## src/rtl/mem_port_arbiter.sv

```systemverilog
// mem_port_arbiter: shares one single-ported 64-bit memory between instruction fetch
// (read-only) and the data stage (read/write). Data wins contested cycles until it has
// taken MAX_D_STREAK contested grants in a row; fetch is then forced in.
// Optional feature: define MEM_ARB_TIMEOUT_EN to abort accesses that wait TIMEOUT_CYCLES
// BUSY cycles without mem_ack (response carries err=1, rdata=0).
module mem_port_arbiter #(
  parameter int unsigned MAX_D_STREAK   = 4,
  parameter int unsigned TIMEOUT_CYCLES = 255
) (
  input  logic        i_clk,
  input  logic        i_rst,
  // Instruction fetch port
  input  logic        i_if_req,
  input  logic [63:0] i_if_addr,
  output logic        o_if_ready,
  output logic [31:0] o_if_rdata,
  output logic        o_if_err,
  // Data port
  input  logic        i_d_req,
  input  logic        i_d_we,
  input  logic [63:0] i_d_addr,
  input  logic [63:0] i_d_wdata,
  input  logic [7:0]  i_d_wmask,
  output logic        o_d_ready,
  output logic [63:0] o_d_rdata,
  output logic        o_d_err,
  // Memory port
  output logic        o_mem_req,
  output logic        o_mem_we,
  output logic [63:0] o_mem_addr,
  output logic [63:0] o_mem_wdata,
  output logic [7:0]  o_mem_wmask,
  input  logic        i_mem_ack,
  input  logic [63:0] i_mem_rdata
);

  localparam int unsigned StreakW = (MAX_D_STREAK < 1) ? 1 : $clog2(MAX_D_STREAK + 1);
  localparam logic [StreakW-1:0] StreakMax = StreakW'(MAX_D_STREAK);

  typedef enum logic [1:0] {StIdle, StBusyI, StBusyD, StResp} state_e;

  state_e             r_state,     w_state_nxt;
  logic [StreakW-1:0] r_streak,    w_streak_nxt;
  logic               r_mem_req,   w_mem_req_nxt;
  logic               r_mem_we,    w_mem_we_nxt;
  logic [63:0]        r_mem_addr,  w_mem_addr_nxt;
  logic [63:0]        r_mem_wdata, w_mem_wdata_nxt;
  logic [7:0]         r_mem_wmask, w_mem_wmask_nxt;
  logic               r_if_sel_hi, w_if_sel_hi_nxt;  // fetch wants the upper 32-bit half
  logic               r_if_ready,  w_if_ready_nxt;
  logic [31:0]        r_if_rdata,  w_if_rdata_nxt;
  logic               r_d_ready,   w_d_ready_nxt;
  logic [63:0]        r_d_rdata,   w_d_rdata_nxt;

  // Sub-word address bits are don't-care; the parameter is only consumed by the timeout.
  logic w_unused;
  assign w_unused = ^{i_if_addr[1:0], i_d_addr[2:0], (TIMEOUT_CYCLES == 0)};

`ifdef MEM_ARB_TIMEOUT_EN
  localparam int unsigned TmoW =
      ($clog2(TIMEOUT_CYCLES + 1) > 8) ? $clog2(TIMEOUT_CYCLES + 1) : 8;

  logic [TmoW-1:0] r_tmo_cnt, w_tmo_cnt_nxt;
  logic            r_if_err,  w_if_err_nxt;
  logic            r_d_err,   w_d_err_nxt;
  logic            w_tmo_hit;

  // Counter holds the number of BUSY cycles already spent; this cycle is the last allowed.
  assign w_tmo_hit = (r_tmo_cnt == TmoW'(TIMEOUT_CYCLES - 1));
  assign o_if_err  = r_if_err;
  assign o_d_err   = r_d_err;
`else
  assign o_if_err  = 1'b0;
  assign o_d_err   = 1'b0;
`endif

  // Next-state: arbitration in IDLE, handshake in BUSY, single response cycle in RESP.
  always_comb begin
    w_state_nxt     = r_state;
    w_streak_nxt    = r_streak;
    w_mem_req_nxt   = r_mem_req;
    w_mem_we_nxt    = r_mem_we;
    w_mem_addr_nxt  = r_mem_addr;
    w_mem_wdata_nxt = r_mem_wdata;
    w_mem_wmask_nxt = r_mem_wmask;
    w_if_sel_hi_nxt = r_if_sel_hi;
    w_if_ready_nxt  = 1'b0;
    w_if_rdata_nxt  = r_if_rdata;
    w_d_ready_nxt   = 1'b0;
    w_d_rdata_nxt   = r_d_rdata;
`ifdef MEM_ARB_TIMEOUT_EN
    w_tmo_cnt_nxt   = r_tmo_cnt;
    w_if_err_nxt    = r_if_err;
    w_d_err_nxt     = r_d_err;
`endif

    case (r_state)
      StIdle: begin
`ifdef MEM_ARB_TIMEOUT_EN
        w_tmo_cnt_nxt = '0;
`endif
        if (i_d_req && !(i_if_req && (r_streak == StreakMax))) begin
          w_state_nxt     = StBusyD;
          w_mem_req_nxt   = 1'b1;
          w_mem_we_nxt    = i_d_we;
          w_mem_addr_nxt  = {i_d_addr[63:3], 3'b000};
          w_mem_wdata_nxt = i_d_wdata;
          w_mem_wmask_nxt = i_d_we ? i_d_wmask : 8'h00;
          // Only contested wins count; the guard above keeps this from passing the limit.
          if (i_if_req) begin
            w_streak_nxt = r_streak + StreakW'(1);
          end
        end else if (i_if_req) begin
          w_state_nxt     = StBusyI;
          w_mem_req_nxt   = 1'b1;
          w_mem_we_nxt    = 1'b0;
          w_mem_addr_nxt  = {i_if_addr[63:3], 3'b000};
          w_mem_wdata_nxt = '0;
          w_mem_wmask_nxt = 8'h00;
          w_if_sel_hi_nxt = i_if_addr[2];
          w_streak_nxt    = '0;
        end
      end

      StBusyI, StBusyD: begin
        if (i_mem_ack) begin
          w_state_nxt   = StResp;
          w_mem_req_nxt = 1'b0;
          if (r_state == StBusyI) begin
            w_if_ready_nxt = 1'b1;
            w_if_rdata_nxt = r_if_sel_hi ? i_mem_rdata[63:32] : i_mem_rdata[31:0];
          end else begin
            w_d_ready_nxt = 1'b1;
            w_d_rdata_nxt = r_mem_we ? 64'd0 : i_mem_rdata;
          end
`ifdef MEM_ARB_TIMEOUT_EN
          w_if_err_nxt = 1'b0;
          w_d_err_nxt  = 1'b0;
        end else if (w_tmo_hit) begin
          w_state_nxt   = StResp;
          w_mem_req_nxt = 1'b0;
          if (r_state == StBusyI) begin
            w_if_ready_nxt = 1'b1;
            w_if_rdata_nxt = '0;
            w_if_err_nxt   = 1'b1;
            w_d_err_nxt    = 1'b0;
          end else begin
            w_d_ready_nxt = 1'b1;
            w_d_rdata_nxt = '0;
            w_d_err_nxt   = 1'b1;
            w_if_err_nxt  = 1'b0;
          end
        end else begin
          w_tmo_cnt_nxt = r_tmo_cnt + TmoW'(1);
`endif
        end
      end

      StResp: begin
        // Requests are deliberately not sampled here; they are re-evaluated in IDLE.
        w_state_nxt = StIdle;
      end

      default: begin
        w_state_nxt = StIdle;
      end
    endcase
  end

  // State and registered outputs, synchronous active-high reset.
  always_ff @(posedge i_clk) begin
    if (i_rst) begin
      r_state     <= StIdle;
      r_streak    <= '0;
      r_mem_req   <= 1'b0;
      r_mem_we    <= 1'b0;
      r_mem_addr  <= '0;
      r_mem_wdata <= '0;
      r_mem_wmask <= '0;
      r_if_sel_hi <= 1'b0;
      r_if_ready  <= 1'b0;
      r_if_rdata  <= '0;
      r_d_ready   <= 1'b0;
      r_d_rdata   <= '0;
    end else begin
      r_state     <= w_state_nxt;
      r_streak    <= w_streak_nxt;
      r_mem_req   <= w_mem_req_nxt;
      r_mem_we    <= w_mem_we_nxt;
      r_mem_addr  <= w_mem_addr_nxt;
      r_mem_wdata <= w_mem_wdata_nxt;
      r_mem_wmask <= w_mem_wmask_nxt;
      r_if_sel_hi <= w_if_sel_hi_nxt;
      r_if_ready  <= w_if_ready_nxt;
      r_if_rdata  <= w_if_rdata_nxt;
      r_d_ready   <= w_d_ready_nxt;
      r_d_rdata   <= w_d_rdata_nxt;
    end
  end

`ifdef MEM_ARB_TIMEOUT_EN
  // Timeout counter and error flags.
  always_ff @(posedge i_clk) begin
    if (i_rst) begin
      r_tmo_cnt <= '0;
      r_if_err  <= 1'b0;
      r_d_err   <= 1'b0;
    end else begin
      r_tmo_cnt <= w_tmo_cnt_nxt;
      r_if_err  <= w_if_err_nxt;
      r_d_err   <= w_d_err_nxt;
    end
  end
`endif

  assign o_mem_req   = r_mem_req;
  assign o_mem_we    = r_mem_we;
  assign o_mem_addr  = r_mem_addr;
  assign o_mem_wdata = r_mem_wdata;
  assign o_mem_wmask = r_mem_wmask;
  assign o_if_ready  = r_if_ready;
  assign o_if_rdata  = r_if_rdata;
  assign o_d_ready   = r_d_ready;
  assign o_d_rdata   = r_d_rdata;

endmodule

```

## config.mk

```make
export PLATFORM = sky130hd
export DESIGN_NAME = mem_port_arbiter
export DESIGN_NICKNAME = d
export VERILOG_FILES = /design/src/rtl/mem_port_arbiter.sv
export SDC_FILE = /design/constraint.sdc
export NUM_CORES = 1
export LEC_CHECK = 0
export CAP_MARGIN = 30
export CORE_AREA = 3 3 198 200
export CTS_CLUSTER_DIAMETER = 40
export DETAILED_ROUTE_END_ITERATION = 10
export DIE_AREA = 0 0 201 203
export PLACE_DENSITY = 0.59
export SETUP_SLACK_MARGIN = 0.15
export SLEW_MARGIN = 30
export SYNTH_ARGS = -nofsm -noshare
export SYNTH_HDL_FRONTEND = slang
export SYNTH_SLANG_ARGS = --single-unit
```

## constraint.sdc

```tcl
create_clock -name i_clk -period 1.5 [get_ports i_clk]
set_input_delay 0.15 -clock i_clk [delete_from_list [all_inputs] [get_ports i_clk]]
set_output_delay 0.15 -clock i_clk [all_outputs]
set_load 0.03 [all_outputs]
```

Word level (Yosys, flattened, before mapping)
Index checks and enable logic that the tools add are counted.
{"block": "word_totals", "ff_bits": 242, "in_bits": 270, "out_inout_bits": 238}
{"block": "classes", "n_addsub": 1, "eq_ne": 6, "n_mux": 24, "n_bitwise": 4, "reduce_logical": 15}
{"op": "$mux 64", "count": 5}
{"op": "$mux 32", "count": 1}
{"op": "$mux 8", "count": 3}
{"op": "$reduce_and 3->1", "count": 4}
{"op": "$mux 3", "count": 3}
{"op": "$mux 1", "count": 7}
{"op": "$mux 2", "count": 3}
{"op": "$pmux 2 s3", "count": 1}
{"op": "$reduce_and 2->1", "count": 3}
{"op": "$eq 2x2->1 const B", "count": 2}
{"op": "$not 1->1", "count": 4}
{"op": "$reduce_bool 2->1", "count": 2}
{"op": "$add 3x1->3 const B", "count": 1}
{"op": "$eq 3x3->1 const B", "count": 1}
{"op": "$ne 3x3->1 const B", "count": 1}
{"op": "$reduce_or 3->1", "count": 1}
{"op": "$eq 2x1->1 const B", "count": 1}
{"op": "$logic_and 1x1->1", "count": 2}
{"op": "$logic_not 2->1", "count": 1}
{"op": "$ne 2x2->1 const B", "count": 1}
{"op": "$pmux 1 s2", "count": 1}
{"op": "$reduce_or 2->1", "count": 1}
{"op": "$logic_not 1->1", "count": 1}

Logic depth before layout (Yosys ltp)
Gate-level depths: netlist (run 1).
{"block": "depth", "ltp_word": 6, "mapped_depth": 9, "depth_no_buf": 5}

Worst setup path after synthesis (run 1)
Ideal clock, no wire load.
{"block": "synth_path", "path_type": "reg-to-reg", "start": "reg r_state[0]", "end": "reg r_d_rdata[10], in the netlist o_d_rdata[10]", "arrival_ns": 1.620, "t_required_ns": 1.440, "slack_ns": -0.180, "stages_incl_launch_ff": 7, "path_cell_list": "dfxtp_1 > inv_1 > ha_1 > nand2_2 > nor4_4 > buf_6 > a22o_1"}
{"block": "synth_via", "elab_chain_cells": 3, "elab_cells_between_ends": 5, "classes_between": "eq/ne: 2; bitwise: 1; reduce/logical: 2"}
{"item": "start: declaration", "line_no": "42", "text": "state_e r_state, w_state_nxt;"}
{"item": "start signal: assignment", "line_no": "173", "text": "r_state <= StIdle;"}
{"item": "start signal: assignment", "line_no": "186", "text": "r_state <= w_state_nxt;"}
{"item": "$eq 2x1->1 / $eq 2x2->1 (equally long branches)", "line_no": "97, 129"}
{"item": "$reduce_or 2->1 / $not 1->1 (equally long branches)"}
{"item": "$reduce_and 3->1 (no line) *"}
{"item": "end signal: assignment", "line_no": "197", "text": "r_d_rdata <= w_d_rdata_nxt;"}
{"item": "end: declaration", "line_no": "53", "text": "logic [63:0] r_d_rdata, w_d_rdata_nxt;"}
Every way passes the cells marked *; elsewhere a longest branch is shown, timed or not.
A chain may end at the register's enable or synchronous reset.

Final worst setup path (run 1)
{"block": "layout_path", "start": "reg r_state[1]", "end": "reg r_d_rdata[11], in the netlist o_d_rdata[11]"}
The elaborated chain is that of the path after synthesis.

==> results of run 1 <==
repair_timing:
action	CTS	global route
gates cloned	2	62
pin swaps	52	175
setup buffers	6	29
hold buffers	2	0
gates resized for setup	1046	402
endpoints found under the hold margin	3	0
endpoints found under the setup margin	467	284
critical path: stages, from the launching register on:
cell and delay (ns):
dfxtp_2 0.33, inv_4 0.05, ha_4 0.16, buf_6 0.11
nor4_4 0.32, buf_12 0.16, buf_12 0.11, buf_6 0.09
buf_6 0.09, a22o_1 0.12
layout make-up:
class	instances	area [um2]
Timing Repair Buffer	664	6564
Sequential cell	239	4795
Tap cell	511	639.4
Antenna cell	2	5.005
Fill cell	3483	18770
Inverter	6	31.28
Clock inverter	19	289.0
Multi-Input combinational cell	670	5192
Clock buffer	61	1296
synthesized netlist by cell type (7+ instances only):
master    number  share of area, %
nand3_1       64               3.4
nand2_1       70               2.8
a311oi_1      61               5.7
a211oi_1      32               2.5
nand4_1       66               4.4
dfxtp_1      239                51
a22o_1        64               5.9
mux2i_1       33               3.5
a32oi_1        8              0.74
buf_1          7              0.28
clkbuf_1      56               2.2
a21oi_1       70               3.7
buf_2         46               2.4
o21ai_0       63               3.3
buf_4          7              0.56
nor2_1       102               4.1
state kept, by name, summed over array words and instances (netlist names):
name and flops:
r_state 2, o_mem_we 1, r_if_sel_hi 1, o_if_ready 1, o_d_rdata 64, o_mem_wdata 64, o_mem_addr 61, o_if_rdata 32
o_d_ready 1, o_mem_req 1, o_mem_wmask 8, r_streak 3
final timing paths:
check                               from                      endpoint  cells past startpoint
max              r_state[1]$_SDFFE_PP0P_    o_d_rdata[11]$_SDFFE_PP0P_                      9
min                        i_d_wdata[60]  o_mem_wdata[60]$_SDFFE_PP0P_                      3
max reg2reg      r_state[1]$_SDFFE_PP0P_    o_d_rdata[11]$_SDFFE_PP0P_                      9
min reg2reg  o_mem_wdata[0]$_SDFFE_PP0P_   o_mem_wdata[0]$_SDFFE_PP0P_                      2
through the flow:
step	setup TNS (ns)	total power, mW
2_1_floorplan	-9.175	14.89
3_3_place_gp	-35.67	19.79
3_5_place_dp	-42.68	19.91
4_1_cts	-4.297	29.82
5_1_grt	-11.30	34.86
6_report	-4.933	33.51
power groups by stage:
stage / combinational (mW) / clock (mW) / sequential (mW)
after detailed placement: 11.3 / 0 / 8.59
after global routing: 15.0 / 11.1 / 8.70
after global placement: 11.2 / 0 / 8.55
after floorplan: 3.77 / 0 / 11.1
after CTS: 10.5 / 10.8 / 8.46
final: 14.3 / 10.6 / 8.55
logic make-up (layout without fill, tap and decap cells):
kind of cell,Yosys count,after routing,synth area share [%]
simple gates,315,317,15.68
compound gates,308,310,22.91
flops,239,239,50.74
buf+inv,128,750,6.461
mux,33,33,3.503
fa+ha+maj,5,5,0.6634
other cells,1,7,0.03977
routing by layer:
layer / up-vias / part of all wire [%] / GRT usage (%)
met5: - / 0 / 0
met4: 0 / 2.9 / 5.496
met3: 82 / 7.6 / 6.574
met2: 482 / 50 / 31.84
met1: 5329 / 40 / 21.56
li1: 5065 / - / -
==> results.json, run 1 <==
{
  "setup_violations": 100,
  "status": "complete, but fails checks",
  "die_h_um": 203,
  "cts_sinks": 239,
  "p_sw_mw": 12.29,
  "drc": 0,
  "fin_area_um2": 18810,
  "hold_viol": 0,
  "ant_nets": 0,
  "finalCritPeriodShare_pct": 106.6,
  "ios": 508,
  "dpl_cell_area_um2": 15320,
  "synth_cells": 1029,
  "worstPathMaxFanout": 4,
  "cp-end-kind": "flop",
  "clk_pin_slew_ns": 0.06,
  "routed_wl_um": 48320,
  "p_seq_share_pct": 25.5,
  "cts_tree": "done",
  "cts-root-buf": "clkbuf_16",
  "crit_arrival_ns": 2.08,
  "r2r_setup_slack_ns": -0.1,
  "final_cell_mix": "262 x clkdlybuf4s50_1, 233 x dfxtp_1, 189 x buf_2",
  "sw_frac_of_total_pct": 36.68,
  "yosysSeqAreaShare_pct": 50.74,
  "grt_max_degree": 112,
  "via_count": 10960,
  "drive_gt1_share_pct": 41.77,
  "cts_htree_levels": 2,
  "maxSlewViolCount": 0,
  "ir_drop_uv": 1047,
  "cts_buffers": 45,
  "synth_ff_type": "dfxtp_1",
  "dp_slack_ns": -0.2997,
  "core-area_um2": 37580,
  "internal_power_mw": 21.22,
  "setup_ws_ns": -0.09954,
  "rows": 71,
  "synth.avg_cell_area_um2": 9.165,
  "hpwl_um": 28170,
  "dpl.cell_count": 1989,
  "ys_types": 38,
  "hold_path.class": "in2reg",
  "required_ns": 1.98,
  "grt_usage_pct": 18.45,
  "final_common_cell": "clkdlybuf4s50_1",
  "timing.fmax_ghz": 0.6252,
  "async_flop_share_pct": 0,
  "final_util_pct": 50.06,
  "rsz0062_at_grt": "yes",
  "die-area_um2": 40800,
  "area_growth_pct": 99.48,
  "power_density_nw_per_um2": 1781,
  "dr.pass1.iters": 5,
  "synth_edf_count": 0,
  "worstMarginPinSlew_ns": 0.8546,
  "layout.nets": 1901,
  "grt_pass1_vias": 10040,
  "ys_seq_elements": 239,
  "cts_buffer_depth": 3,
  "syn_area_um2": 9430,
  "clockPowerShare_pct": 31.7,
  "die_w_um": 201,
  "port_buffers": 497,
  "period_needed_ns": 1.600,
  "gp_congestion": 0.8116,
  "pwr-share-comb_pct": 42.8,
  "clk_latency_ns": 0.54,
  "grt-ovfl-total": 0,
  "post_drt_wl_per_cell_um": 22.24,
  "start_kind": "flop",
  "violations": "setup timing",
  "finalNonFillerCells": 2172,
  "start_util_pct": 25.10,
  "crit_type": "reg2reg",
  "hold_ws_ns": 0.1880,
  "finalClockSkew_ns": 0.01422,
  "drtIter0Drc": 496,
  "relSlewSlack_pct": 43.02,
  "ys_warn_count": 0,
  "routed_via_density": 5.045,
  "antenna_found_initial": 1,
  "p_leak_nw": 7.787,
  "grt_pass1_wl_um": 59930,
  "drv_cap": 0
}
Note: power is estimated with default switching activity, not from simulation.
==> run 2: changes to the inputs <==
--- a/config.mk
+++ b/config.mk
@@ -6,10 +6,10 @@
 export NUM_CORES = 1
 export LEC_CHECK = 0
 export CAP_MARGIN = 30
-export CORE_AREA = 3 3 198 200
+export CORE_AREA = 2 2 197 199
 export CTS_CLUSTER_DIAMETER = 40
 export DETAILED_ROUTE_END_ITERATION = 10
-export DIE_AREA = 0 0 201 203
+export DIE_AREA = 0 0 199 201
 export PLACE_DENSITY = 0.59
 export SETUP_SLACK_MARGIN = 0.15
 export SLEW_MARGIN = 30
==> results.json, run 2 (synthesis gave the netlist of run 1 again) <==
{
  "gp_congestion": 0.8363,
  "timing.fmax_ghz": 0.6350,
  "die_h_um": 201,
  "cts_buffer_depth": 3,
  "routed_wl_um": 43430,
  "cpMaxStageDelayCell": "dfxtp_2",
  "worstMarginPinSlew_ns": 0.6338,
  "status": "complete, but fails checks",
  "antenna_found_initial": 1,
  "route.met2.wl_um": 21490,
  "rsz0062_at_grt": "yes",
  "ios": 508,
  "drive_gt1_share_pct": 37.20,
  "cts_htree_levels": 2,
  "drv_cap": 0,
  "relSlewSlack_pct": 57.74,
  "cp-end-kind": "flop",
  "violations": "setup timing",
  "ir_drop_uv": 880.2,
  "fin_area_um2": 17840,
  "cts-root-buf": "clkbuf_16",
  "final_cell_mix": "262 x clkdlybuf4s50_1, 233 x dfxtp_1, 185 x buf_2",
  "final_common_cell": "clkdlybuf4s50_1",
  "grt_usage_pct": 18.72,
  "highest_layer": "met4",
  "hpwl_um": 27350,
  "cts_sinks": 239,
  "multi_input_area_um2": 4798,
  "port_buffers": 497,
  "cts_buffers": 47,
  "via_count": 10570,
  "hold_path.class": "in2reg",
  "crit_arrival_ns": 2.02,
  "hold_viol": 0,
  "worstPathMaxFanout": 7,
  "setup_violations": 74,
  "grt_pass1_wl_um": 58910,
  "start_kind": "flop",
  "finalClockSkew_ns": 0.01415,
  "die_w_um": 199,
  "maxSlewViolCount": 0,
  "rows": 72,
  "core-area_um2": 38110,
  "clk_pin_slew_ns": 0.05,
  "routed_via_density": 4.904,
  "final-seq-area_um2": 4792,
  "grt_pass1_vias": 10340,
  "grt_max_degree": 97,
  "finalCritPeriodShare_pct": 105.0,
  "clk_latency_ns": 0.56,
  "setup_ws_ns": -0.07482,
  "crit_chain": "inv_2 > ha_4 > and3_4 > buf_12 > clkbuf_16 > o21ai_0 > a311oi_1",
  "p_leak_nw": 7.421,
  "die-area_um2": 40000,
  "layout.nets": 1876,
  "fill_cells": 3659,
  "dr.pass1.iters": 5,
  "grt-ovfl-total": 0,
  "cts_tree": "done",
  "required_ns": 1.95,
  "crit_type": "reg2reg",
  "area_growth_pct": 89.16,
  "critical_path.max_stage_delay_ns": 0.32,
  "drtIter0Drc": 514,
  "drc": 0,
  "wl_met3_um": 3596,
  "power_density_nw_per_um2": 1782,
  "post_drt_wl_per_cell_um": 20.14,
  "start_util_pct": 24.75,
  "tns_ns": -1.698,
  "dpl_cell_area_um2": 15590,
  "ant_nets": 0,
  "period_needed_ns": 1.575,
  "m1WireLength_um": 17090
}
run 2: changes by cell type in the layout (fill, tap and decap cells not counted), moves of 9 or more:
cell / previous run / this run
nor2_4: 0 / 21
clkbuf_16: 84 / 73
a211oi_1: 21 / 1
nor2_1: 92 / 69
a211oi_2: 11 / 31
a311oi_1: 39 / 58
nand3_1: 32 / 63
clkbuf_2: 38 / 47
o21ai_0: 6 / 46
a311oi_2: 22 / 3
nand3_2: 25 / 0
buf_12: 40 / 31
o21ai_2: 38 / 2
run 2: path summary, 6_finish.rpt:
kind / start / to / slack, ns / depth (start not counted)
setup / recovery: r_streak[0]$_SDFFE_PP0P_ / o_mem_addr[39]$_SDFFE_PP0P_ / -0.07 / 7
hold / removal: i_d_req / o_mem_wdata[2]$_SDFFE_PP0P_ / 0.17 / 4
setup reg to reg: r_streak[0]$_SDFFE_PP0P_ / o_mem_addr[39]$_SDFFE_PP0P_ / -0.07 / 7
hold reg to reg: o_mem_wdata[58]$_SDFFE_PP0P_ / o_mem_wdata[58]$_SDFFE_PP0P_ / 0.44 / 2
run 2: power breakdown:
part / internal, mW / switching, mW
logic: 5.11 / 7.38
registers: 7.75 / 0.792
clock network: 7.11 / 3.65
total: 20.0 / 11.8
run 2: layout make-up:
type	instances	share of cell area, %
repair buffers	640	33.34
well taps	518	3.633
multi-input cells	667	26.90
inverters	6	0.1403
diodes	1	0.01403
clock inverters	25	1.669
flip-flops and latches	239	26.86
clock buffers	60	7.442
run 2: timing repair:
item / in CTS / in global routing
endpoints found under the setup margin: 462 / 285
resized for setup: 991 / 321
hold buffers: 2 / 0
pin swaps: 56 / 135
cloned: 2 / 33
hold endpoints to repair: 8 / 0
setup buffers: 4 / 14
run 2: metal layers:
metal / vias up / track usage [%]
li1: 4995 / -
met1: 5054 / 21.06
met2: 435 / 32.67
met3: 90 / 5.981
met4: 0 / 7.223
met5: - / 0
run 2: per-stage QoR:
| stage | power (mW) | util [%] | hold WS (ns) | cells | setup slack [ns] |
|---|---|---|---|---|---|
| final | 31.79 | 46.81 | 0.1746 | 2156 | -0.07482 |
| after global routing | 33.19 | 46.81 | 0.1614 | 2156 | -0.1295 |
| after CTS | 29.92 | 43.05 | 0.1097 | 2108 | -0.09412 |
| after detailed placement | 20.09 | 40.92 | 0.4254 | 2015 | -0.2320 |
| after global placement | 19.96 | 40.92 | 0.4247 | 2015 | -0.2339 |
| after floorplan | 14.89 | - | 0.2715 | 1033 | -0.1505 |
run 2: critical path: cells and delay by family, from the launching register on:
| family | cells | cell delay (ns) |
|---|---|---|
| buffers and inverters | 3 | 0.39 |
| adders and majority gates | 1 | 0.16 |
| DFF | 1 | 0.32 |
| and+or+nand+nor | 1 | 0.25 |
| AOI/OAI and AO/OA | 2 | 0.35 |
